<file path="config.mk">
export PLATFORM = sky130hd
export DESIGN_NAME = uart_rx_frame_parser_flat
export DESIGN_NICKNAME = d
export VERILOG_FILES = /design/src/rtl/uart_pkg.sv /design/src/rtl/uart_rx_frame_parser_if.sv /design/src/rtl/uart_rx_frame_parser.sv /design/src/flat_wrapper.sv
export SDC_FILE = /design/constraint.sdc
export NUM_CORES = 1
export LEC_CHECK = 0
export BUFFER_PORTS_ARGS = -buffer_cell sky130_fd_sc_hd__buf_2
export CORE_MARGIN = 1
export CORE_UTILIZATION = 63
export CTS_CLUSTER_DIAMETER = 30
export DETAILED_ROUTE_END_ITERATION = 7
export GPL_ROUTABILITY_DRIVEN = 0
export GPL_TIMING_DRIVEN = 0
export PLACE_DENSITY = 0.87
export SLEW_MARGIN = 0
export SYNTH_ARGS = -nofsm -noshare
export SYNTH_HDL_FRONTEND = slang
export SYNTH_SLANG_ARGS = --single-unit
</file>
<file path="constraint.sdc">
create_clock -name clk -period 7 [get_ports clk]
set_input_delay 1.05 -clock clk [delete_from_list [all_inputs] [get_ports clk]]
set_output_delay 1.05 -clock clk [all_outputs]
set_load 0.005 [all_outputs]
</file>
<file path="src/rtl/uart_pkg.sv">
// Shared state encodings, abort codes and checksum helper for the UART frame parser.
package uart_pkg;

  typedef enum logic [2:0] {
    S_HUNT = 3'd0,
    S_LEN  = 3'd1,
    S_PAY  = 3'd2,
    S_CHK  = 3'd3,
    S_OUT  = 3'd4
  } state_t;

  localparam logic [1:0] ERR_LEN  = 2'd0;
  localparam logic [1:0] ERR_CHK  = 2'd1;
  localparam logic [1:0] ERR_TMO  = 2'd2;
  localparam logic [1:0] ERR_LINE = 2'd3;

  localparam logic [7:0] SOF_DEFAULT = 8'hA5;

  // Running frame checksum: XOR over LEN and every payload byte.
  function automatic logic [7:0] chk_update(input logic [7:0] acc, input logic [7:0] b);
    return acc ^ b;
  endfunction

endpackage

</file>
<file path="src/rtl/uart_rx_frame_parser_if.sv">
// Byte-stream bundle: UART receiver bytes in, verified payload stream out.
interface uart_rx_frame_parser_if;
  logic [7:0] rx_data;
  logic       rx_valid;
  logic       framing_error;
  logic [7:0] m_data;
  logic       m_valid;
  logic       m_ready;
  logic       m_last;

  modport slave (
    input  rx_data, rx_valid, framing_error, m_ready,
    output m_data, m_valid, m_last
  );

  modport master (
    output rx_data, rx_valid, framing_error, m_ready,
    input  m_data, m_valid, m_last
  );
endinterface

</file>
<file path="src/rtl/uart_rx_frame_parser.sv">
// Parses SOF|LEN|PAYLOAD|CHK frames from a UART byte stream and releases the
// buffered payload as a valid/ready stream once the XOR checksum matches.
module uart_rx_frame_parser
  import uart_pkg::*;
#(
  parameter logic [7:0]  SOF_BYTE     = SOF_DEFAULT,
  parameter int unsigned MAX_LEN      = 32'd16,
  parameter int unsigned TIMEOUT_CLKS = 32'd50000
) (
  input  logic                  clk,
  input  logic                  rst,
  uart_rx_frame_parser_if.slave bus,
  output logic                  frame_err,
  output logic [1:0]            err_code,
  output logic                  rx_overrun
);

  localparam int unsigned IDX_W     = $clog2(MAX_LEN + 32'd1);
  localparam int unsigned IDLE_W    = $clog2(TIMEOUT_CLKS + 32'd1);
  localparam int unsigned BUF_AW    = (MAX_LEN > 32'd1) ? $clog2(MAX_LEN) : 32'd1;
  localparam int unsigned BUF_DEPTH = 32'd1 << BUF_AW;

  localparam logic [IDX_W-1:0]  IDX_ONE    = IDX_W'(1);
  localparam logic [IDLE_W-1:0] IDLE_ONE   = IDLE_W'(1);
  localparam logic [IDLE_W-1:0] IDLE_LIMIT = IDLE_W'(TIMEOUT_CLKS);
  localparam logic [7:0]        MAX_LEN_B  = 8'(MAX_LEN);
  localparam logic [BUF_AW-1:0] BUF_ZERO   = {BUF_AW{1'b0}};

  state_t             state_r, state_n;
  logic [IDX_W-1:0]   len_r, len_n, idx_r, idx_n, rd_r, rd_n;
  logic [7:0]         chk_r, chk_n;
  logic [IDLE_W-1:0]  idle_r, idle_n, idle_inc;
  logic [7:0]         buf_r [BUF_DEPTH];
  logic               buf_we;
  logic               in_frame, good, line_bad, tmo;
  logic               abort;
  logic [1:0]         abort_code;
  logic               m_valid_r, m_valid_n, m_last_r, m_last_n;
  logic [7:0]         m_data_r, m_data_n;
  logic               frame_err_r, overrun_r, overrun_n;
  logic [1:0]         err_code_r, err_code_n;

  assign bus.m_valid = m_valid_r;
  assign bus.m_data  = m_data_r;
  assign bus.m_last  = m_last_r;
  assign frame_err   = frame_err_r;
  assign err_code    = err_code_r;
  assign rx_overrun  = overrun_r;

  // Next-state, datapath and next-output decode.
  always_comb begin
    state_n    = state_r;
    len_n      = len_r;
    idx_n      = idx_r;
    rd_n       = rd_r;
    chk_n      = chk_r;
    buf_we     = 1'b0;
    abort      = 1'b0;
    abort_code = ERR_LEN;
    m_valid_n  = 1'b0;
    m_data_n   = 8'h00;
    m_last_n   = 1'b0;
    overrun_n  = 1'b0;
    idle_inc   = (idle_r == IDLE_LIMIT) ? idle_r : idle_r + IDLE_ONE;
    in_frame   = (state_r == S_LEN) || (state_r == S_PAY) || (state_r == S_CHK);
    good       = bus.rx_valid && !bus.framing_error;
    line_bad   = bus.rx_valid && bus.framing_error;
    tmo        = !bus.rx_valid && (idle_inc == IDLE_LIMIT);

    if (in_frame && !bus.rx_valid) begin
      idle_n = idle_inc;
    end else begin
      idle_n = '0;
    end

    // Line errors and timeouts take priority over whatever the frame state expects.
    if (in_frame && line_bad) begin
      abort      = 1'b1;
      abort_code = ERR_LINE;
    end else if (in_frame && tmo) begin
      abort      = 1'b1;
      abort_code = ERR_TMO;
    end else begin
      case (state_r)
        S_HUNT: begin
          if (good && (bus.rx_data == SOF_BYTE)) begin
            state_n = S_LEN;
            chk_n   = 8'h00;
          end else begin
            state_n = S_HUNT;
          end
        end
        S_LEN: begin
          if (good && ((bus.rx_data == 8'h00) || (bus.rx_data > MAX_LEN_B))) begin
            abort      = 1'b1;
            abort_code = ERR_LEN;
          end else if (good) begin
            len_n   = bus.rx_data[IDX_W-1:0];
            idx_n   = '0;
            chk_n   = bus.rx_data;
            state_n = S_PAY;
          end else begin
            state_n = S_LEN;
          end
        end
        S_PAY: begin
          if (good) begin
            buf_we = 1'b1;
            chk_n  = chk_update(chk_r, bus.rx_data);
            idx_n  = idx_r + IDX_ONE;
            if ((idx_r + IDX_ONE) == len_r) begin
              state_n = S_CHK;
            end else begin
              state_n = S_PAY;
            end
          end else begin
            state_n = S_PAY;
          end
        end
        S_CHK: begin
          if (good && (bus.rx_data == chk_r)) begin
            state_n   = S_OUT;
            rd_n      = '0;
            m_valid_n = 1'b1;
            m_data_n  = buf_r[BUF_ZERO];
            m_last_n  = (len_r == IDX_ONE);
          end else if (good) begin
            abort      = 1'b1;
            abort_code = ERR_CHK;
          end else begin
            state_n = S_CHK;
          end
        end
        S_OUT: begin
          overrun_n = bus.rx_valid;
          m_valid_n = 1'b1;
          m_data_n  = m_data_r;
          m_last_n  = m_last_r;
          if (m_valid_r && bus.m_ready && m_last_r) begin
            state_n   = S_HUNT;
            m_valid_n = 1'b0;
            m_data_n  = 8'h00;
            m_last_n  = 1'b0;
          end else if (m_valid_r && bus.m_ready) begin
            rd_n     = rd_r + IDX_ONE;
            m_data_n = buf_r[rd_n[BUF_AW-1:0]];
            m_last_n = ((rd_n + IDX_ONE) == len_r);
          end else begin
            state_n = S_OUT;
          end
        end
        default: begin
          state_n = S_HUNT;
        end
      endcase
    end

    if (abort) begin
      state_n    = S_HUNT;
      err_code_n = abort_code;
    end else begin
      err_code_n = err_code_r;
    end
  end

  // Control state, counters and registered outputs.
  always_ff @(posedge clk or posedge rst) begin
    if (rst) begin
      state_r     <= S_HUNT;
      len_r       <= '0;
      idx_r       <= '0;
      rd_r        <= '0;
      chk_r       <= 8'h00;
      idle_r      <= '0;
      m_valid_r   <= 1'b0;
      m_data_r    <= 8'h00;
      m_last_r    <= 1'b0;
      frame_err_r <= 1'b0;
      err_code_r  <= 2'd0;
      overrun_r   <= 1'b0;
    end else begin
      state_r     <= state_n;
      len_r       <= len_n;
      idx_r       <= idx_n;
      rd_r        <= rd_n;
      chk_r       <= chk_n;
      idle_r      <= idle_n;
      m_valid_r   <= m_valid_n;
      m_data_r    <= m_data_n;
      m_last_r    <= m_last_n;
      frame_err_r <= abort;
      err_code_r  <= err_code_n;
      overrun_r   <= overrun_n;
    end
  end

  // Payload buffer, written in arrival order while collecting a frame.
  always_ff @(posedge clk or posedge rst) begin
    if (rst) begin
      buf_r <= '{default: 8'h00};
    end else if (buf_we) begin
      buf_r[idx_r[BUF_AW-1:0]] <= bus.rx_data;
    end else begin
      buf_r <= buf_r;
    end
  end

endmodule

</file>
<file path="src/flat_wrapper.sv">
// flat-port wrapper written by rule: the top's interface ports become plain ports
module uart_rx_frame_parser_flat import uart_pkg::*;
#(
  parameter logic [7:0]  SOF_BYTE     = SOF_DEFAULT,
  parameter int unsigned MAX_LEN      = 32'd16,
  parameter int unsigned TIMEOUT_CLKS = 32'd50000
)
  (clk, rst, frame_err, err_code, rx_overrun, bus_rx_data, bus_rx_valid, bus_framing_error, bus_m_ready, bus_m_data, bus_m_valid, bus_m_last);
  uart_rx_frame_parser_if bus_i ();
  input  logic clk;
  input  logic rst;
  output logic frame_err;
  output logic [1:0] err_code;
  output logic rx_overrun;
  input wire logic [$bits(bus_i.rx_data)-1:0] bus_rx_data;
  input wire logic [$bits(bus_i.rx_valid)-1:0] bus_rx_valid;
  input wire logic [$bits(bus_i.framing_error)-1:0] bus_framing_error;
  input wire logic [$bits(bus_i.m_ready)-1:0] bus_m_ready;
  output wire logic [$bits(bus_i.m_data)-1:0] bus_m_data;
  output wire logic [$bits(bus_i.m_valid)-1:0] bus_m_valid;
  output wire logic [$bits(bus_i.m_last)-1:0] bus_m_last;
  assign bus_i.rx_data = bus_rx_data;
  assign bus_i.rx_valid = bus_rx_valid;
  assign bus_i.framing_error = bus_framing_error;
  assign bus_i.m_ready = bus_m_ready;
  assign bus_m_data = bus_i.m_data;
  assign bus_m_valid = bus_i.m_valid;
  assign bus_m_last = bus_i.m_last;
  uart_rx_frame_parser #(.SOF_BYTE(SOF_BYTE), .MAX_LEN(MAX_LEN), .TIMEOUT_CLKS(TIMEOUT_CLKS)) u_core (.clk(clk), .rst(rst), .bus(bus_i), .frame_err(frame_err), .err_code(err_code), .rx_overrun(rx_overrun));
endmodule
</file>
# Word-level counts from Yosys, hierarchy flattened
# Index checks and enable logic that the tools add are counted.
dict set report classes {
  muxes 68
  eq_ne 24
  bitwise 6
  addsub 4
  n_lt_le_gt_ge 4
  n_reduce_logical 27
}
# operator n
set ops {}
lappend ops {{128-bit bitwise mux} 1}
lappend ops {{8-bit two-way mux} 12}
lappend ops {{8-bit binary-select mux with 4-bit select} 1}
lappend ops {{8-bit demux with 4-bit select} 1}
lappend ops {{16-bit equality test, second input constant} 2}
lappend ops {{16-bit two-way mux} 2}
lappend ops {{5-bit two-way mux} 6}
lappend ops {{1-bit two-way mux} 24}
lappend ops {{3-bit two-way mux} 8}
lappend ops {{8-bit case mux with 3 select lines} 1}
lappend ops {{5-bit case mux with 2 select lines} 2}
lappend ops {{16-bit by 1-bit adder with 16-bit output, second input constant} 1}
lappend ops {{8-bit case mux with 2 select lines} 1}
lappend ops {{5-bit by 1-bit adder with 5-bit output, second input constant} 3}
lappend ops {{3-bit case mux with 5 select lines} 1}
lappend ops {{1-bit logical AND} 12}
lappend ops {{2-bit by 1-bit != test with 1-bit output, second input constant} 6}
lappend ops {{6-bit AND reduction} 2}
lappend ops {{5-bit equality test} 2}
lappend ops {{5-bit >= comparator, second input constant} 2}
lappend ops {{2-bit two-way mux} 5}
lappend ops {{4-bit inverter with 5-bit output} 2}
lappend ops {{5-bit AND reduction} 2}
lappend ops {{8-bit equality test} 1}
lappend ops {{other kinds (22)} 33}
dict set report word_totals {
  elab_cells 161
  register_bits 184
  out_inout_bits 14
}

# Depth between registers and ports, before layout
dict set report depth {
  depth_word 10
  depth_mapped 13
}

# Worst setup path after synthesis
# OpenSTA, ideal clock, no wires.
dict set report synth_timing {
  kind {reg2reg}
  start {register u_core.rd_r[0]}
  end {register u_core.m_data_r[0], in the netlist u_core.bus.m_data[0]}
  setup_ns 0.126
  path_stages_with_launch 14
  slack_ns 4.106
  t_arrival_ns 2.768
  period_less_slack_ns 2.894
  t_required_ns 6.874
  path_buffers 6
  cell_sequence {dfrtp_1 -> buf_2 -> buf_6 -> buf_6 -> buf_2 -> inv_1 -> ha_1 -> buf_2 -> buf_2 -> mux4_2 -> nor2b_1 -> a211oi_1 -> a211oi_1 -> a221o_1}
}
dict set report synth_via {
  elab_chain_len 10
}
# item line_no
set synth_lines {}
lappend synth_lines {{start: declaration} uart_rx_frame_parser.sv:30} ;# logic [IDX_W-1:0] len_r, len_n, idx_r, idx_n, rd_r, rd_n;
lappend synth_lines {{start signal: assignment} uart_rx_frame_parser.sv:185} ;# rd_r <= rd_n;
lappend synth_lines {{5-bit by 1-bit adder with 5-bit output} uart_rx_frame_parser.sv:145} ;# rd_n = rd_r + IDX_ONE;
lappend synth_lines {{4-bit inverter with 5-bit output (implied by the code)} uart_rx_frame_parser.sv:146} ;# m_data_n = buf_r[rd_n[BUF_AW-1:0]];
lappend synth_lines {{8-bit binary-select mux with 4-bit select} uart_rx_frame_parser.sv:146}
lappend synth_lines {{8-bit two-way mux (implied by the code) (2 in a row)} uart_rx_frame_parser.sv:146}
lappend synth_lines {{8-bit two-way mux} uart_rx_frame_parser.sv:144} ;# end else if (m_valid_r && bus.m_ready) begin
lappend synth_lines {{8-bit two-way mux} uart_rx_frame_parser.sv:139} ;# if (m_valid_r && bus.m_ready && m_last_r) begin
lappend synth_lines {{8-bit case mux with 2 select lines} uart_rx_frame_parser.sv:84} ;# case (state_r)
lappend synth_lines {{8-bit two-way mux} uart_rx_frame_parser.sv:80} ;# end else if (in_frame && tmo) begin
lappend synth_lines {{8-bit two-way mux} uart_rx_frame_parser.sv:77} ;# if (in_frame && line_bad) begin
lappend synth_lines {{end signal: assignment} uart_rx_frame_parser.sv:189} ;# m_data_r <= m_data_n;
lappend synth_lines {{end: declaration} uart_rx_frame_parser.sv:39} ;# logic [7:0] m_data_r, m_data_n;
# No other way between the ends. The select of a mux whose other input is x is not followed.
# A chain may end at the register's enable or synchronous reset.

# Final worst setup path
dict set report layout_timing {
  start {register u_core.rd_r[0]}
  end {register u_core.m_data_r[4], in the netlist u_core.bus.m_data[4]}
}
# The elaborated chain is that of the path after synthesis.

==> qor.csv <==
metric,value,unit
multi_input_area,4490,µm²
io_buffer_count,26,
pin_count,27,
grt_max_degree,95,
drv_slew,0,
initial_core_util,0.646,
tightestPinTransition,0.772,ns
dpl-instance-area,9830,µm²
cts_tree,done,
ys_seq_area_frac,0.488,
synth_ff_type,dfrtp_1,
clockBufferDepth,2,
hold_viol,0,
num_vias,6602,
cp_max_fo,10,
syn-instance-count,755,
finClkSkew,0.0113,ns
post_cts.repair.setup_buffers,0,
grt_usage,0.310,
clkLatencyLatePin,0.43,ns
status,"finished, final reports clean",
ant_nets,0,
die_h,124,µm
htree_levels,4,
min_period,3.87,ns
cp_cell_sequence,buf_2 > buf_6 > buf_6 > buf_2 > inv_1 > ha_1 > buf_2 > buf_2 > mux4_2 > nor2b_1 > a211oi_1 > a211oi_1 > a221o_1,
cp-end-kind,flip-flop,
cp_top_family,buffers and inverters,
fmax,258,MHz
syn_area,9430,µm²
synth-seq-cells,184,
hpwl,15.8,mm
min_path_cells,1,
synth_edf_count,0,
cp.depth,13,
hp-class,flip-flop to flip-flop,
grt-ovfl-total,0,
cts_resized,0,
required,7.31,ns
syn_to_final_growth,10.2,%
postLayoutCellArea,10400,µm²
max_stage_delay,0.49,ns
synth.distinct_cells,64,
fp-row-count,44,
diodes,0,
finalSetupViolCount,0,
die_w,124,µm
antenna_found_initial,0,
start_kind,flip-flop,
clkSinkCount,184,
peakVddDrop,257,µV
period_share,0.553,
wl_per_cell,23.0,µm
avgSynthCellArea,12.5,µm²
critical-path-slowest-cell,a211oi_1,
wirelength,22.9,mm
syn_nets,776,
r2r_cells,13,
hold_buffers,0,
maxCapViolCount,0,
coreArea,14600,µm²
fin_nets,822,
cts-root-buf,clkbuf_16,
clkTransAtPathRegs,0.07,ns
max_slew_margin,0.485,
critical_path_buf_inv_count,7,
p_leak,4.89,nW
seqCellArea,4600,µm²
dp_slack,3.15,ns
drt_iter0_markers,812,
drt-pass1-iter-count,6,
rsz0062_at_grt,false,
drive_gt1_frac,0.341,
power_density,274,nW/µm²
die_area,15500,µm²
timing.hold.ws,0.494,ns
avgViaCountPerCell,6.62,
critPathKind,flip-flop to flip-flop,
async_reset_ff_frac,1.00,
cts_buffers,17,
grt_pass1_wl,36.5,mm
crit_top_cell,buf_2,
drc,0,
yosys_warnings,0,
n_fill_cell,945,
critPathArrivalTime,4.19,ns
grt_pass1_vias,6859,
setup_ws,3.13,ns
cells in the mapped netlist, drive strengths merged (2+ instances only):
master	count	area [µm²]
a21o	2	15.0
a221o	10	100
mux2	135	1520
o21bai	3	22.5
mux2i	10	104
mux4	32	721
buf	26	163
dfrtp	184	4600
xnor2	30	263
o311ai	2	17.5
nor3	12	81.3
a211oi	17	128
a31o	2	17.5
nor2	50	198
and2	2	12.5
o21a	2	15.0
o21ai	34	174
nor3b	7	80.1
or4	5	37.5
and3	8	51.3
and4bb	2	25.0
or3	5	31.3
nor4	7	58.8
ha	8	100
clkbuf	27	101
nand3	13	65.1
xor2	9	86.3
inv	18	67.6
nor2b	11	68.8
nand4	16	128
a31oi	3	18.8
nand2	33	156
nand2b	4	25.0
a21oi	13	65.1
or2	2	12.5
layout make-up:
type / instances / area share
plain buffers: 53 / 0.0254
flip-flops and latches: 184 / 0.443
inverters: 18 / 0.00723
well taps: 184 / 0.0222
multi-input cells: 500 / 0.433
repair buffers: 27 / 0.0152
clock buffers: 22 / 0.0447
clock inverters: 9 / 0.00963
per-stage QoR:
step                setup TNS, ns  std cells  utilization  total power [mW]
finish                          0        997        0.712              2.84
global route                    0        997        0.712              2.95
detailed placement              0        966        0.673              1.91
CTS                             0        997        0.712              2.84
global placement          -110.68        965        0.671              1.88
floorplan                       0        755            -              1.67
state kept, by name, indices dropped and copies added, names as in the netlist, 2 cells and up:
signal and flops:
u_core.err_code 2, u_core.idle_r 16, u_core.rd_r 5, u_core.bus.m_data 8
u_core.buf_r 128, u_core.len_r 5, u_core.idx_r 5, u_core.chk_r 8
u_core.state_r 3
layout by cell type, fill, tap and decap left out, types with 7 or more instances in the layout:
cell type and instances:
a211oi_1 17, a21oi_1 13, a221o_1 10, and3_1 7, buf_2 45, clkbuf_1 30
clkbuf_16 17, dfrtp_1 184, ha_1 8, inv_1 17, mux2_2 129, mux2i_1 9
mux4_2 32, nand2_1 20, nand2_2 13, nand3_1 13, nand4_1 13, nor2_1 48
nor2b_1 11, nor3_1 9, o21ai_0 33, xnor2_1 30, xor2_1 8
power breakdown:
part / internal [mW] / switching [mW]
combinational: 0.275 / 0.508
sequential: 1.10 / 0.0328
clock: 0.539 / 0.391
cells by family after synthesis:
logic type / count (synthesis) / share of synthesized area
buffers and inverters: 71 / 0.0352
adder cells (fa/ha/maj): 8 / 0.0106
flip-flops: 184 / 0.488
XOR/XNOR: 39 / 0.0370
AO/OA/AOI/OAI: 95 / 0.0670
AND/OR/NAND/NOR: 181 / 0.113
multiplexers: 177 / 0.249
final timing paths:
path	startpoint	to	slack, ns
worst min register to register	u_core.err_code[1]	u_core.err_code[1]	0.49
min in group asynchronous	rst	u_core.idle_r[0]	0.69
worst max register to register	u_core.rd_r[0]	u_core.bus.m_data[4]	3.13
max in group asynchronous	rst	u_core.buf_r[36]	5.44
worst min-delay path	u_core.err_code[1]	u_core.err_code[1]	0.49
worst max-delay path	u_core.rd_r[0]	u_core.bus.m_data[4]	3.13
metal layers:
layer  wire (µm)  GRT usage
met1        9180      0.392
met2       11800      0.518
met3        1240     0.0752
met4         636      0.120
met5           0          0
(Power assumes the default switching activity.)
